**config.mk**
```make
export PLATFORM = sky130hd
export DESIGN_NAME = axi_line_fetch_flat
export DESIGN_NICKNAME = d
export VERILOG_FILES = /design/src/rtl/axi_line_fetch_if.sv /design/src/rtl/axi_line_fetch.sv /design/src/flat_wrapper.sv
export SDC_FILE = /design/constraint.sdc
export NUM_CORES = 1
export LEC_CHECK = 0
export BUFFER_PORTS_ARGS = -buffer_cell sky130_fd_sc_hd__clkbuf_2
export CAP_MARGIN = 20
export CORE_AREA = 2 2 226 228
export CTS_CLUSTER_DIAMETER = 50
export DETAILED_ROUTE_END_ITERATION = 6
export DIE_AREA = 0 0 228 230
export PLACE_DENSITY = 0.46
export SETUP_SLACK_MARGIN = 0.02
export SYNTH_ARGS = -nofsm -noshare
export SYNTH_HDL_FRONTEND = slang
export SYNTH_SLANG_ARGS = --single-unit
```
**constraint.sdc**
```tcl
create_clock -name clk -period 9.4 [get_ports clk]
set_input_delay 0.47 -clock clk [delete_from_list [all_inputs] [get_ports clk]]
set_output_delay 0.47 -clock clk [all_outputs]
set_load 0.02 [all_outputs]
```
**src/rtl/axi_line_fetch_if.sv**
```systemverilog
`timescale 1ns/1ps
`default_nettype none
// ============================================================================
//  Module      : axi_line_fetch_if
//  Description : AXI4 read-address and read-data channel bundle between the
//                line fetcher (master) and the DDR controller port (slave).
//  Revision    : 1.0 - initial release
// ============================================================================
interface axi_line_fetch_if #(
    parameter int DQ_WIDTH   = 32,
    parameter int ADDR_WIDTH = 28
);
    logic [ADDR_WIDTH-1:0]   araddr;
    logic [7:0]              arlen;
    logic                    arvalid;
    logic                    arready;
    logic [DQ_WIDTH*8-1:0]   rdata;
    logic                    rvalid;
    logic                    rlast;
    logic [1:0]              rresp;
    logic                    rready;

    modport master (
        output araddr, arlen, arvalid, rready,
        input  arready, rdata, rvalid, rlast, rresp
    );

    modport slave (
        input  araddr, arlen, arvalid, rready,
        output arready, rdata, rvalid, rlast, rresp
    );
endinterface
`default_nettype wire

```
**src/rtl/axi_line_fetch.sv**
```systemverilog
`timescale 1ns/1ps
`default_nettype none
// ============================================================================
//  Module      : axi_line_fetch
//  Description : AXI4 read master fetching one video line per request from
//                DDR (BURST_LEN-beat bursts, one outstanding) and streaming
//                the beats into the HDMI-side line buffer.
//                Optional macro AXI_LINE_FETCH_ERR_CNT_EN builds the
//                error-burst counter behind err_cnt.
//  Revision    : 1.0 - initial release
// ============================================================================
module axi_line_fetch #(
    parameter int                    DQ_WIDTH   = 32,
    parameter int                    H_WIDTH    = 1280,
    parameter int                    H_HEIGHT   = 720,
    parameter int                    BURST_LEN  = 16,
    parameter int                    ADDR_WIDTH = 28,
    parameter logic [ADDR_WIDTH-1:0] CH_STRIDE  = 'h080_0000
) (
    input  wire logic                    clk,
    input  wire logic                    rst,
    input  wire logic                    frame_start,
    input  wire logic                    line_req,
    input  wire logic [1:0]              channel_sel,
    input  wire logic                    axi_wr_buf_wait,
    output logic                         line_busy,
    output logic                         line_done,
    output logic                         buf_wr_en,
    output logic [DQ_WIDTH*8-1:0]        buf_wr_data,
    output logic                         rd_err,
    output logic                         req_miss,
    output logic [7:0]                   err_cnt,
    axi_line_fetch_if.master             axi
);

    // Line geometry; the line must split into a whole number of bursts.
    localparam int c_DATA_W          = DQ_WIDTH * 8;
    localparam int c_BEAT_BYTES      = DQ_WIDTH;
    localparam int c_LINE_BYTES      = H_WIDTH * 2;
    localparam int c_BEATS_PER_LINE  = c_LINE_BYTES / c_BEAT_BYTES;
    localparam int c_BURSTS_PER_LINE = c_BEATS_PER_LINE / BURST_LEN;
    localparam int c_BURST_BYTES     = BURST_LEN * c_BEAT_BYTES;
    localparam int c_BIDX_W          = $clog2(c_BURSTS_PER_LINE + 1);
    localparam int c_ROW_W           = $clog2(H_HEIGHT + 1);

    localparam logic [c_BIDX_W-1:0] c_LAST_BIDX = c_BIDX_W'(c_BURSTS_PER_LINE - 1);
    localparam logic [c_ROW_W-1:0]  c_LAST_ROW  = c_ROW_W'(H_HEIGHT - 1);

    typedef enum logic [2:0] {
        S_IDLE  = 3'd0,
        S_ISSUE = 3'd1,
        S_DATA  = 3'd2,
        S_NEXT  = 3'd3,
        S_DONE  = 3'd4
    } state_t;

    state_t                 r_state;
    state_t                 w_state_next;

    logic [1:0]             r_ch_q;
    logic [c_BIDX_W-1:0]    r_burst_idx;
    logic [c_ROW_W-1:0]     r_row_cnt;
    logic                   r_abort;
    logic                   r_arvalid;
    logic [ADDR_WIDTH-1:0]  r_araddr;
    logic                   r_buf_wr_en;
    logic [c_DATA_W-1:0]    r_buf_wr_data;
    logic                   r_rd_err;
    logic                   r_req_miss;

    logic                   w_accept;
    logic                   w_ar_fire;
    logic                   w_ar_raise;
    logic                   w_beat;
    logic                   w_beat_last;
    logic                   w_beat_err;
    logic [ADDR_WIDTH-1:0]  w_addr;

    assign w_accept    = (r_state == S_IDLE) && line_req;
    assign w_ar_fire   = r_arvalid && axi.arready;
    // A new AR is not raised once a frame restart is pending or arriving,
    // so an abort never launches a burst that was not already presented.
    assign w_ar_raise  = (r_state == S_ISSUE) && !r_arvalid && !axi_wr_buf_wait
                         && !r_abort && !frame_start;
    assign w_beat      = (r_state == S_DATA) && axi.rvalid;
    assign w_beat_last = w_beat && axi.rlast;
    assign w_beat_err  = w_beat && (axi.rresp != 2'b00);

    // Burst byte address; wraps silently at ADDR_WIDTH.
    assign w_addr = ADDR_WIDTH'(r_ch_q) * CH_STRIDE
                  + ADDR_WIDTH'(r_row_cnt) * ADDR_WIDTH'(c_LINE_BYTES)
                  + ADDR_WIDTH'(r_burst_idx) * ADDR_WIDTH'(c_BURST_BYTES);

    // State register.
    always_ff @(posedge clk or posedge rst) begin
        if (rst) begin
            r_state <= S_IDLE;
        end else begin
            r_state <= w_state_next;
        end
    end

    // Next-state decode for the line sequencer.
    always_comb begin
        w_state_next = r_state;
        case (r_state)
            S_IDLE: begin
                if (line_req) begin
                    w_state_next = S_ISSUE;
                end
            end
            S_ISSUE: begin
                if (w_ar_fire) begin
                    w_state_next = S_DATA;
                end else if (r_abort && !r_arvalid) begin
                    w_state_next = S_DONE;
                end
            end
            S_DATA: begin
                if (w_beat_last) begin
                    w_state_next = S_NEXT;
                end
            end
            S_NEXT: begin
                if ((r_burst_idx == c_LAST_BIDX) || r_abort) begin
                    w_state_next = S_DONE;
                end else begin
                    w_state_next = S_ISSUE;
                end
            end
            S_DONE: begin
                w_state_next = S_IDLE;
            end
            default: begin
                w_state_next = S_IDLE;
            end
        endcase
    end

    // Channel latch and burst index within the current line.
    always_ff @(posedge clk or posedge rst) begin
        if (rst) begin
            r_ch_q      <= 2'd0;
            r_burst_idx <= '0;
        end else if (w_accept) begin
            r_ch_q      <= channel_sel;
            r_burst_idx <= '0;
        end else if ((r_state == S_NEXT) && (w_state_next == S_ISSUE)) begin
            r_burst_idx <= r_burst_idx + 1'b1;
        end
    end

    // AR channel: address captured when valid rises, held until accepted.
    always_ff @(posedge clk or posedge rst) begin
        if (rst) begin
            r_arvalid <= 1'b0;
            r_araddr  <= '0;
        end else if (w_ar_fire) begin
            r_arvalid <= 1'b0;
        end else if (w_ar_raise) begin
            r_arvalid <= 1'b1;
            r_araddr  <= w_addr;
        end
    end

    // Frame restart seen mid-line: finish the current burst, then end the line.
    always_ff @(posedge clk or posedge rst) begin
        if (rst) begin
            r_abort <= 1'b0;
        end else if (r_state == S_DONE) begin
            r_abort <= 1'b0;
        end else if (frame_start && (r_state != S_IDLE)) begin
            r_abort <= 1'b1;
        end
    end

    // Row counter: frame_start wins over the end-of-line increment.
    always_ff @(posedge clk or posedge rst) begin
        if (rst) begin
            r_row_cnt <= '0;
        end else if (frame_start) begin
            r_row_cnt <= '0;
        end else if ((r_state == S_DONE) && !r_abort) begin
            if (r_row_cnt == c_LAST_ROW) begin
                r_row_cnt <= '0;
            end else begin
                r_row_cnt <= r_row_cnt + 1'b1;
            end
        end
    end

    // Buffer write port: one registered strobe per accepted beat.
    always_ff @(posedge clk or posedge rst) begin
        if (rst) begin
            r_buf_wr_en   <= 1'b0;
            r_buf_wr_data <= '0;
        end else begin
            r_buf_wr_en <= w_beat;
            if (w_beat) begin
                r_buf_wr_data <= axi.rdata;
            end
        end
    end

    // Sticky status flags.
    always_ff @(posedge clk or posedge rst) begin
        if (rst) begin
            r_rd_err   <= 1'b0;
            r_req_miss <= 1'b0;
        end else begin
            if (w_beat_err) begin
                r_rd_err <= 1'b1;
            end
            if (line_req && (r_state != S_IDLE)) begin
                r_req_miss <= 1'b1;
            end
        end
    end

`ifdef AXI_LINE_FETCH_ERR_CNT_EN
    logic       r_burst_err;
    logic [7:0] r_err_cnt;

    // Count bursts carrying at least one non-OKAY beat, saturating at 255.
    always_ff @(posedge clk or posedge rst) begin
        if (rst) begin
            r_burst_err <= 1'b0;
            r_err_cnt   <= 8'd0;
        end else begin
            if (w_beat_last) begin
                r_burst_err <= 1'b0;
            end else if (w_beat_err) begin
                r_burst_err <= 1'b1;
            end
            if (frame_start) begin
                r_err_cnt <= 8'd0;
            end else if (w_beat_last && (r_burst_err || w_beat_err)
                         && (r_err_cnt != 8'hFF)) begin
                r_err_cnt <= r_err_cnt + 8'd1;
            end
        end
    end

    assign err_cnt = r_err_cnt;
`else
    assign err_cnt = 8'd0;
`endif

    assign line_busy   = (r_state == S_ISSUE) || (r_state == S_DATA) || (r_state == S_NEXT);
    assign line_done   = (r_state == S_DONE);
    assign buf_wr_en   = r_buf_wr_en;
    assign buf_wr_data = r_buf_wr_data;
    assign rd_err      = r_rd_err;
    assign req_miss    = r_req_miss;

    assign axi.araddr  = r_araddr;
    assign axi.arlen   = 8'(BURST_LEN - 1);
    assign axi.arvalid = r_arvalid;
    assign axi.rready  = (r_state == S_DATA);

endmodule
`default_nettype wire

```
**src/flat_wrapper.sv**
```systemverilog
// flat-port wrapper written by rule: the top's interface ports become plain ports
module axi_line_fetch_flat 
#(
    parameter int                    DQ_WIDTH   = 32,
    parameter int                    H_WIDTH    = 1280,
    parameter int                    H_HEIGHT   = 720,
    parameter int                    BURST_LEN  = 16,
    parameter int                    ADDR_WIDTH = 28,
    parameter logic [ADDR_WIDTH-1:0] CH_STRIDE  = 'h080_0000
)
  (clk, rst, frame_start, line_req, channel_sel, axi_wr_buf_wait, line_busy, line_done, buf_wr_en, buf_wr_data, rd_err, req_miss, err_cnt, axi_araddr, axi_arlen, axi_arvalid, axi_rready, axi_arready, axi_rdata, axi_rvalid, axi_rlast, axi_rresp);
  axi_line_fetch_if #(.DQ_WIDTH(DQ_WIDTH), .ADDR_WIDTH(ADDR_WIDTH)) axi_i ();
  input  wire logic clk;
  input  wire logic rst;
  input  wire logic frame_start;
  input  wire logic line_req;
  input  wire logic [1:0] channel_sel;
  input  wire logic axi_wr_buf_wait;
  output logic line_busy;
  output logic line_done;
  output logic buf_wr_en;
  output logic [DQ_WIDTH*8-1:0] buf_wr_data;
  output logic rd_err;
  output logic req_miss;
  output logic [7:0] err_cnt;
  output wire logic [$bits(axi_i.araddr)-1:0] axi_araddr;
  output wire logic [$bits(axi_i.arlen)-1:0] axi_arlen;
  output wire logic [$bits(axi_i.arvalid)-1:0] axi_arvalid;
  output wire logic [$bits(axi_i.rready)-1:0] axi_rready;
  input wire logic [$bits(axi_i.arready)-1:0] axi_arready;
  input wire logic [$bits(axi_i.rdata)-1:0] axi_rdata;
  input wire logic [$bits(axi_i.rvalid)-1:0] axi_rvalid;
  input wire logic [$bits(axi_i.rlast)-1:0] axi_rlast;
  input wire logic [$bits(axi_i.rresp)-1:0] axi_rresp;
  assign axi_araddr = axi_i.araddr;
  assign axi_arlen = axi_i.arlen;
  assign axi_arvalid = axi_i.arvalid;
  assign axi_rready = axi_i.rready;
  assign axi_i.arready = axi_arready;
  assign axi_i.rdata = axi_rdata;
  assign axi_i.rvalid = axi_rvalid;
  assign axi_i.rlast = axi_rlast;
  assign axi_i.rresp = axi_rresp;
  axi_line_fetch #(.DQ_WIDTH(DQ_WIDTH), .H_WIDTH(H_WIDTH), .H_HEIGHT(H_HEIGHT), .BURST_LEN(BURST_LEN), .ADDR_WIDTH(ADDR_WIDTH), .CH_STRIDE(CH_STRIDE)) u_core (.clk(clk), .rst(rst), .frame_start(frame_start), .line_req(line_req), .channel_sel(channel_sel), .axi_wr_buf_wait(axi_wr_buf_wait), .line_busy(line_busy), .line_done(line_done), .buf_wr_en(buf_wr_en), .buf_wr_data(buf_wr_data), .rd_err(rd_err), .req_miss(req_miss), .err_cnt(err_cnt), .axi(axi_i));
endmodule
```
==> results.yml <==
cts:
  path_clk_slew_ns: 0.06
  clk_root_buffer_cell: "clkbuf_16"
  postCtsResizedCells: 0
  numCtsBuffers: 42
  cts_buffer_depth: 3
  holdBufCountCts: 0
  cts_htree_levels: 2
  cts.sinks: 295
  cts_setup_buffers: 0
  insertion_delay_ns: 0.54
  cts_tree: "built"
cells_and_area:
  fin_util: 0.341
  syn2layout_area_growth_pct: 39.8
  drive_above_1_share: 0.629
  final_common_cell: "clkbuf_2"
  antenna_cells: 0
  nets: 1683
  fin_area_um2: 17000
  mostFrequentLayoutCells: "clkbuf_2 (546), dfrtp_1 (295), mux2_2 (261)"
drt:
  drt-met1-wl_um: 13600
  drt-initial-drc-count: 259
  dr.pass1.iters: 5
  wl_met2_um: 18200
  vias: 8646
  ant_nets: 0
  drc: 0
  top_layer_used: "met4"
  drt-total-wl_um: 34800
  wl_met3_um: 2250
  vias_per_cell: 4.13
  avgRoutedWirePerCell_um: 16.6
floorplan:
  dieHeight_um: 230
  die_area_um2: 52400
  die_w_um: 228
  start_util: 0.244
  fp-row-count: 82
  core_area_um2: 49900
  ios: 575
worst_setup_path:
  cp_max_fo: 7
  cp-end-kind: "register"
  worstSetupPathType: "register to register"
  reg2reg_slack_ns: 6.31
  cp.required_ns: 9.85
  arrival_ns: 3.54
  start_kind: "register"
logic_synthesis:
  yosysWarningCount: 0
  async_flop_share: 1.00
  synth_edf_count: 0
  ys.flop_type: "dfrtp_1"
  yosysUniqueCellTypes: 53
  syn_avg_cell_area_um2: 14.6
  postSynthCellCount: 834
  synth_area_um2: 12200
  ys_seq_elements: 295
  synth-seq-area-share: 0.607
global_routing:
  grt_max_degree: 153
  grt.overflow.total: 0
  first_global_vias: 9133
  grt.total_usage: 0.131
  grt_pass1_wl_um: 54200
  antenna_found_initial: 0
sta:
  finalClockSkew_ns: 0.0141
  worst_pin_slew_ns: 1.27
  slew_violations: 0
  post-route-min-period_ns: 3.09
  maxSlewHeadroom: 0.152
  setup_tns_ns: 0
  fin_crit_sh: 0.328
  timing.fmax_mhz: 324
  timing.final.ws_setup_ns: 6.31
  grt_setup_unrepaired: "no"
  finalSetupViolCount: 0
  finalHoldViolCount: 0
placement:
  dp_hpwl_um: 26600
  place.gp.congestion: 0.810
  place_area_um2: 15500
  numPortBuffers: 546
  dp_slack_ns: 6.33
power_and_ir_drop:
  vdd_ir_drop_max_uv: 127
  p_per_area_nw_per_um2: 252
  leakagePower_nw: 9.19
flow_run:
  drv_cap: 0
hold_path:
  min_path_type: "input pin to asynchronous set/reset pin"
outcome:
  outcome: "finished clean"
## per-stage QoR
| stage | instances | power [mW] | hold WS, ns |
|---|---|---|---|
| 2_1_floorplan | 860 | 2.25 | 0.477 |
| 3_5_place_dp | 2019 | 2.66 | 0.454 |
| 5_1_grt | 2094 | 4.49 | 0.0812 |
| 3_3_place_gp | 2019 | 2.65 | 0.451 |
| 4_1_cts | 2094 | 4.36 | 0.0333 |
| 6_report | 2094 | 4.28 | 0.0418 |
## area by class of cell
| cell class | instances | area (um2) |
|---|---|---|
| Sequential cell | 295 | 7380 |
| Fill cell | 5107 | 32900 |
| Clock buffer | 57 | 1210 |
| Timing Repair Buffer | 552 | 2790 |
| Inverter | 11 | 48.8 |
| Clock inverter | 18 | 282 |
| Tap cell | 672 | 841 |
| Multi-Input combinational cell | 489 | 4460 |
## where the power goes
part,switching (mW),internal [mW]
clock network,0.591,1.07
registers,0.136,1.51
logic,0.577,0.392
total,1.30,2.98
## kinds of logic (layout without fill, tap and decap cells)
logic type | count (synthesis) | after routing | share of synthesized area
AO/OA/AOI/OAI | 63 | 63 | 0.0344
XOR/XNOR | 17 | 17 | 0.0129
adder cells (fa/ha/maj) | 24 | 24 | 0.0259
buffers and inverters | 76 | 638 | 0.0355
flip-flops | 295 | 295 | 0.607
multiplexers | 262 | 262 | 0.242
other | 2 | 28 | 0.000617
AND/OR/NAND/NOR | 95 | 95 | 0.0417
## synthesized netlist by cell type (all sizes together), types with 2 or more instances
cell type	n	area [um2]
or2	2	12.5
nor2b	4	25.0
fa	2	40.0
nor3	2	15.0
and3	4	25.0
mux2	261	2940
nand3	4	20.0
nand2	25	93.8
nor4b	2	17.5
nor3b	4	30.0
nand4	3	18.8
nor4	3	25.0
o21ai	30	150
nor2	23	86.3
buf	59	368
dfrtp	295	7380
clkbuf	6	22.5
conb	2	7.51
nand4b	3	26.3
a31oi	5	31.3
nand2b	9	56.3
a21oi	9	45.0
ha	22	275
xnor2	7	61.3
a211oi	2	20.0
a211o	2	17.5
and2	3	18.8
xor2	10	95.1
o31ai	4	43.8
inv	11	41.3
## worst paths after layout
| check | startpoint | endpoint | cells past startpoint |
|---|---|---|---|
| setup / recovery | u_core.r_row_cnt[3] | u_core.axi.araddr[21] | 9 |
| hold / removal | rst | u_core.buf_wr_data[21] | 2 |
| setup reg to reg | u_core.r_row_cnt[3] | u_core.axi.araddr[21] | 9 |
| hold reg to reg | u_core.req_miss | u_core.req_miss | 1 |
| max in group asynchronous | rst | u_core.buf_wr_data[178] | 4 |
| min in group clk | axi_rdata[134] | u_core.buf_wr_data[134] | 2 |
## flip-flops by register name, indices dropped and copies added (netlist names)
register / count
u_core.axi.araddr: 16
u_core.buf_wr_en: 1
u_core.r_burst_idx: 3
u_core.axi.arvalid: 1
u_core.req_miss: 1
u_core.r_ch_q: 2
u_core.r_row_cnt: 10
u_core.buf_wr_data: 256
u_core.rd_err: 1
u_core.r_state: 3
u_core.r_abort: 1
## worst max-delay path, cell delays in order, from the launching register on
cell	delay [ns]
dfrtp_1	0.46
ha_1	0.31
ha_1	0.23
fa_1	0.45
a211oi_1	0.35
nor2_1	0.17
o311ai_4	0.34
nand4_1	0.20
o311a_1	0.37
a21oi_1	0.14
## metal layers
layer  up-vias  GRT usage
li1       4014          -
met1      4286      0.152
met2       290      0.233
met3        56     0.0373
met4         0     0.0408
met5         -          0
Note: power is estimated with default switching activity, not from simulation.
